===== src/rtl/seg_pkg.sv =====
// Shared constants for the seven-segment scanner: segment bit positions
// and the hex glyph table (bit0 = a ... bit6 = g, active-high).
package seg_pkg;

  // Segment bit positions inside a 7-bit glyph
  localparam int SEG_A = 0;
  localparam int SEG_B = 1;
  localparam int SEG_C = 2;
  localparam int SEG_D = 3;
  localparam int SEG_E = 4;
  localparam int SEG_F = 5;
  localparam int SEG_G = 6;

  localparam int SEG_W = 7;

  typedef logic [SEG_W-1:0] seg_glyph_t;
  typedef logic [3:0]       seg_nibble_t;

  // Hex glyphs 0..F
  localparam seg_glyph_t SEG_GLYPH [16] = '{
    7'h3F, 7'h06, 7'h5B, 7'h4F,
    7'h66, 7'h6D, 7'h7D, 7'h07,
    7'h7F, 7'h6F, 7'h77, 7'h7C,
    7'h39, 7'h5E, 7'h79, 7'h71
  };

  // Table lookup wrapped as a function so callers need not know the layout
  function automatic seg_glyph_t seg_glyph(input seg_nibble_t nib);
    return SEG_GLYPH[nib];
  endfunction

endpackage


===== src/rtl/seg_hex_decode.sv =====
// Combinational nibble -> seven-segment glyph decoder.
module seg_hex_decode
  import seg_pkg::*;
(
  input  logic [3:0]       i_nib,
  output logic [SEG_W-1:0] o_seg
);

  // Pure table lookup; no state
  always_comb begin
    o_seg = seg_glyph(i_nib);
  end

endmodule


===== src/rtl/seg_scanner.sv =====
// Multiplexed common-cathode seven-segment driver. One digit is shown per
// scan slot; data is double-buffered (staging -> active) and only swapped
// at frame boundaries so a frame never mixes old and new digits.
module seg_scanner
  import seg_pkg::*;
#(
  parameter int DIGITS  = 4,
  parameter int DIV_W   = 10,
  parameter int BLINK_W = 6,
  parameter int DIM_W   = 4
) (
  input  logic                clk,
  input  logic                reset_n,
  input  logic                load,
  input  logic [4*DIGITS-1:0] digits_in,
  input  logic [DIGITS-1:0]   blink_in,
  input  logic [DIGITS-1:0]   blank_in,
  input  logic [DIM_W-1:0]    brightness,
  output logic                ack,
  output logic [SEG_W-1:0]    seg,
  output logic [DIGITS-1:0]   an
);

  localparam int IDX_W = $clog2(DIGITS);
  localparam logic [IDX_W-1:0] IDX_LAST = IDX_W'(DIGITS - 1);

  // Scan timing state
  logic [DIV_W-1:0]    r_pres;
  logic [IDX_W-1:0]    r_idx;
  logic [BLINK_W-1:0]  r_blink_cnt;

  // Staging (written by load) and active (feeds the display) buffers
  logic [4*DIGITS-1:0] r_stg_dig;
  logic [DIGITS-1:0]   r_stg_blink;
  logic [DIGITS-1:0]   r_stg_blank;
  logic [4*DIGITS-1:0] r_act_dig;
  logic [DIGITS-1:0]   r_act_blink;
  logic [DIGITS-1:0]   r_act_blank;
  logic                r_pending;

  // Output registers
  logic                r_ack;
  logic [SEG_W-1:0]    r_seg;
  logic [DIGITS-1:0]   r_an;

  // Combinational helpers
  logic                w_tick;
  logic                w_fb;
  logic                w_apply;
  logic                w_phase;
  logic [DIM_W-1:0]    w_duty;
  logic                w_dim_on;
  logic                w_blank_sel;
  logic                w_blink_sel;
  logic                w_lit;
  logic [3:0]          w_nib;
  logic [3:0]          w_nib_arr [DIGITS];
  logic [SEG_W-1:0]    w_glyph;
  logic [SEG_W-1:0]    w_seg_next;
  logic [DIGITS-1:0]   w_an_next;

  assign w_tick   = &r_pres;
  assign w_fb     = w_tick & (r_idx == IDX_LAST);
  assign w_apply  = w_fb & r_pending;
  // Blink phase 0 (first half of the blink period) is the dark half
  assign w_phase  = r_blink_cnt[BLINK_W-1];
  // Top prescaler bits act as a PWM ramp compared against the duty level
  assign w_duty   = r_pres[DIV_W-1 -: DIM_W];
  assign w_dim_on = (w_duty <= brightness);

  // Split the active digit word into one nibble per digit
  generate
    for (genvar gi = 0; gi < DIGITS; gi++) begin : g_nib
      assign w_nib_arr[gi] = r_act_dig[4*gi +: 4];
    end
  endgenerate

  assign w_nib       = w_nib_arr[r_idx];
  assign w_blank_sel = r_act_blank[r_idx];
  assign w_blink_sel = r_act_blink[r_idx];

  // Blank beats blink; blink only darkens during phase 0
  assign w_lit = ~w_blank_sel & ~(w_blink_sel & ~w_phase) & w_dim_on;

  seg_hex_decode u_dec (
    .i_nib (w_nib),
    .o_seg (w_glyph)
  );

  assign w_seg_next = w_lit ? w_glyph : '0;

  // One-hot anode for the current slot, forced dark when not lit
  generate
    for (genvar gi = 0; gi < DIGITS; gi++) begin : g_an
      assign w_an_next[gi] = w_lit & (r_idx == IDX_W'(gi));
    end
  endgenerate

  // Free-running slot prescaler
  always_ff @(posedge clk or negedge reset_n) begin
    if (!reset_n) begin
      r_pres <= '0;
    end else begin
      r_pres <= r_pres + DIV_W'(1);
    end
  end

  // Digit index: advance once per slot, wrap after the last digit
  always_ff @(posedge clk or negedge reset_n) begin
    if (!reset_n) begin
      r_idx <= '0;
    end else if (w_tick) begin
      r_idx <= (r_idx == IDX_LAST) ? '0 : r_idx + IDX_W'(1);
    end
  end

  // Blink counter counts slots and wraps naturally
  always_ff @(posedge clk or negedge reset_n) begin
    if (!reset_n) begin
      r_blink_cnt <= '0;
    end else if (w_tick) begin
      r_blink_cnt <= r_blink_cnt + BLINK_W'(1);
    end
  end

  // Staging buffer: last load wins
  always_ff @(posedge clk or negedge reset_n) begin
    if (!reset_n) begin
      r_stg_dig   <= '0;
      r_stg_blink <= '0;
      r_stg_blank <= '0;
    end else if (load) begin
      r_stg_dig   <= digits_in;
      r_stg_blink <= blink_in;
      r_stg_blank <= blank_in;
    end
  end

  // Pending flag: a load during the frame-boundary cycle keeps it set
  // so the newer data is applied one frame later
  always_ff @(posedge clk or negedge reset_n) begin
    if (!reset_n) begin
      r_pending <= 1'b0;
    end else begin
      r_pending <= load | (r_pending & ~w_fb);
    end
  end

  // Active buffer swaps only on a frame boundary, taking pre-edge staging
  always_ff @(posedge clk or negedge reset_n) begin
    if (!reset_n) begin
      r_act_dig   <= '0;
      r_act_blink <= '0;
      r_act_blank <= '0;
    end else if (w_apply) begin
      r_act_dig   <= r_stg_dig;
      r_act_blink <= r_stg_blink;
      r_act_blank <= r_stg_blank;
    end
  end

  // Registered outputs: one cycle behind the scan state
  always_ff @(posedge clk or negedge reset_n) begin
    if (!reset_n) begin
      r_ack <= 1'b0;
      r_seg <= '0;
      r_an  <= '0;
    end else begin
      r_ack <= w_apply;
      r_seg <= w_seg_next;
      r_an  <= w_an_next;
    end
  end

  assign ack = r_ack;
  assign seg = r_seg;
  assign an  = r_an;

endmodule


===== config.mk =====
export PLATFORM = sky130hd
export DESIGN_NAME = seg_scanner
export DESIGN_NICKNAME = d
export VERILOG_FILES = /design/src/rtl/seg_pkg.sv /design/src/rtl/seg_hex_decode.sv /design/src/rtl/seg_scanner.sv
export SDC_FILE = /design/constraint.sdc
export NUM_CORES = 1
export LEC_CHECK = 0
export CELL_PAD_IN_SITES_DETAIL_PLACEMENT = 0
export CELL_PAD_IN_SITES_GLOBAL_PLACEMENT = 1
export CORE_MARGIN = 3
export CORE_UTILIZATION = 49
export CTS_BUF_LIST = sky130_fd_sc_hd__clkbuf_8 sky130_fd_sc_hd__clkbuf_16
export DETAILED_ROUTE_END_ITERATION = 8
export PLACE_DENSITY = 0.82
export SKIP_CTS_REPAIR_TIMING = 1
export SYNTH_ARGS = -nofsm -noshare
export SYNTH_HDL_FRONTEND = slang
export SYNTH_SLANG_ARGS = --single-unit

===== constraint.sdc =====
create_clock -name clk -period 6.4 [get_ports clk]
set_clock_uncertainty 0.15 [all_clocks]
set_input_delay 0.64 -clock clk [delete_from_list [all_inputs] [get_ports clk]]
set_output_delay 0.64 -clock clk [all_outputs]
set_load 0.02 [all_outputs]

==> flow_metrics.tcl <==
set metrics [dict create \
    totalWireLength_mm 5.571 \
    grt_pass1_vias 2085 \
    fillers 556 \
    dpl.cell_count 393 \
    mostFrequentLayoutCells "dfrtp_1 (79), clkdlybuf4s50_1 (41), mux2_2 (33)" \
    dieHeight_microns 91.77 \
    clk_pin_slew_ps 80 \
    die_area_sq_mm 0.008422 \
    grt_max_degree 80 \
    startpoint_type "flip-flop" \
    finalHoldViolCount 0 \
    synth.largest_area_cell "dfrtp_1" \
    syn_avg_cell_area_sq_um 13.55 \
    crit_path_end_kind "flip-flop" \
    power.density_mw_per_mm2 237.1 \
    hold_ws_ps 304.1 \
    post-route-drc-count 0 \
    fin_area_sq_mm 0.004305 \
    synth_cells 266 \
    cts_root_buf "clkbuf_8" \
    syn_nets 313 \
    drt_iter0_drc 53 \
    post_dp_cell_area_sq_mm 0.004059 \
    pin_count 43 \
    wl_per_cell_microns 13.62 \
    hp-class "in2async" \
    critical_path_class "reg2reg" \
    insertion_delay_ps 330 \
    max_slew_margin_pct 24.66 \
    final_nets 355 \
    worst_pin_slew_ps 1127 \
    power.leakage_nw 1.964 \
    async_flop_share_pct 100.0 \
    avgViaCountPerCell 5.000 \
    period_needed_ps 2910 \
    grt_pass1_wl_mm 9.811 \
    vias 2045 \
    pre_cts_ws_ps 3472 \
    diodes 0 \
    final.setup.worst_slack_ps 3490 \
    area_growth_pct 19.44 \
    synthDistinctLibCells 40 \
    grt_setup_unrepaired "no" \
    max_cap_violations 0 \
    htreeDepth 3 \
    cp_max_fo 25 \
    cts_sinks 79 \
    dp_hpwl_mm 3.831 \
    slew_viol_final 0 \
    finalSetupViolations 0 \
    synth_area_sq_mm 0.003605 \
    synth_enable_flop_cells 0 \
    gp_congestion 0.6978 \
    cts_tree "yes" \
    numCtsBuffers 9 \
    rows 30 \
    synth-seq-cells 79 \
    port_buffers 42 \
    final_common_cell "dfrtp_1" \
    layout.cells.non_filler 409 \
    synth_ff_type "dfrtp_1" \
    ir_drop_uv 127.0 \
    netlist.area_leader.share_pct 54.84 \
    max_freq_ghz 0.3437 \
    antenna_found_initial 0 \
    drive_above_1_share_pct 19.17 \
    synthTopCellsByArea "dfrtp_1 (55%), mux2_2 (10%), mux2_1 (5.9%)" \
    die_x_microns 91.77 \
    yosys_warnings 0 \
    drtPass1Iterations 4 \
    coreArea_sq_mm 0.006944 \
    clockBufferDepth 2 \
    overflow 0 \
    outcome "finished clean" \
    start_util_pct 51.91 \
    yosysSeqAreaShare_pct 54.84 \
    ant_nets 0 \
    worstPathArrival_ps 2980 \
    grtUsageTotal_pct 14.49 \
    setup_tns_ps 0 \
    required_ps 6470 \
    post-route-period-util_pct 45.46 \
]
## logic make-up (layout without fill, tap and decap cells)
family          Yosys count  count (layout)  share of synthesized area (%)
compound gates           23              23                          4.755
fa+ha+maj                16              16                          5.554
flops                    79              79                          54.84
xor+xnor                 17              17                          4.130
simple gates             49              49                          7.081
buf+inv                  22              69                          3.471
mux                      60              60                          20.17
## metal layers
layer | global-route usage [%] | share of wire [%] | routed length (microns) | vias up
li1 | - | - | - | 1010
met1 | 20.54 | 50 | 2783 | 989
met2 | 21.36 | 44 | 2471 | 37
met3 | 3.363 | 3.8 | 214 | 9
met4 | 6.312 | 1.8 | 102 | 0
met5 | 0 | 0 | 0 | -
## power breakdown
part	internal [mW]	leakage, nW	switching, mW
Combinational	0.0333	0.848	0.0214
Clock	0.268	0.120	0.174
Sequential	0.515	0.996	0.00823
Total	0.817	1.96	0.204
## worst max-delay path, stage by stage, from the launching register on
cell and delay [ps]:
dfrtp_1 400, ha_1 220, nand2_1 80, nor2_2 130, and3_1 420, and3_1 970, mux2_2 420
## registers in the layout (all words and copies together) (netlist names), 4 cells and up
| signal | cells |
|---|---|
| r_act_dig | 16 |
| r_pres | 10 |
| r_stg_dig | 16 |
| r_stg_blink | 4 |
| an | 4 |
| seg | 7 |
| r_act_blink | 4 |
| r_stg_blank | 4 |
| r_act_blank | 4 |
| r_blink_cnt | 6 |
## path summary, 6_finish.rpt
path / from / endpoint / slack (ps) / cells past startpoint
min in group clk: r_pres[4] / r_pres[4] / 330 / 1
max reg2reg: r_pres[0] / r_act_blink[3] / 3490 / 6
min: reset_n / r_pres[7] / 300 / 1
min reg2reg: r_pres[4] / r_pres[4] / 330 / 1
max in group asynchronous: reset_n / r_stg_dig[1] / 5190 / 1
max: r_pres[0] / r_act_blink[3] / 3490 / 6
## Yosys cell counts, types with 3 or more instances
cell,n
clkbuf_1,3
and3_1,5
ha_1,16
mux4_1,3
nor2_1,7
dfrtp_1,79
nand3_1,6
mux2_2,33
and2_2,4
o21ai_0,9
nand2_1,14
xor2_1,5
xnor2_1,12
buf_6,3
nand4_1,3
inv_1,10
mux2_1,19
a21oi_1,3
mux2i_1,4
## final cells by class
class | instances | area [sq um] | share of cell area, %
clock buffers | 10 | 137.6 | 3.197
clock inverters | 6 | 108.9 | 2.528
inverters | 11 | 41.29 | 0.9590
multi-input cells | 165 | 1503 | 34.90
flip-flops and latches | 79 | 1977 | 45.92
well taps | 96 | 120.1 | 2.790
repair buffers | 42 | 417.9 | 9.706
## per-stage QoR
stage | util (%) | power, mW
5_1_grt | 62.00 | 1.064
6_report | 62.00 | 1.021
3_3_place_gp | 58.45 | 0.5875
4_1_cts | 62.00 | 1.035
3_5_place_dp | 58.45 | 0.5899
2_1_floorplan | - | 0.5536
Power figures use the tool's default switching activity.
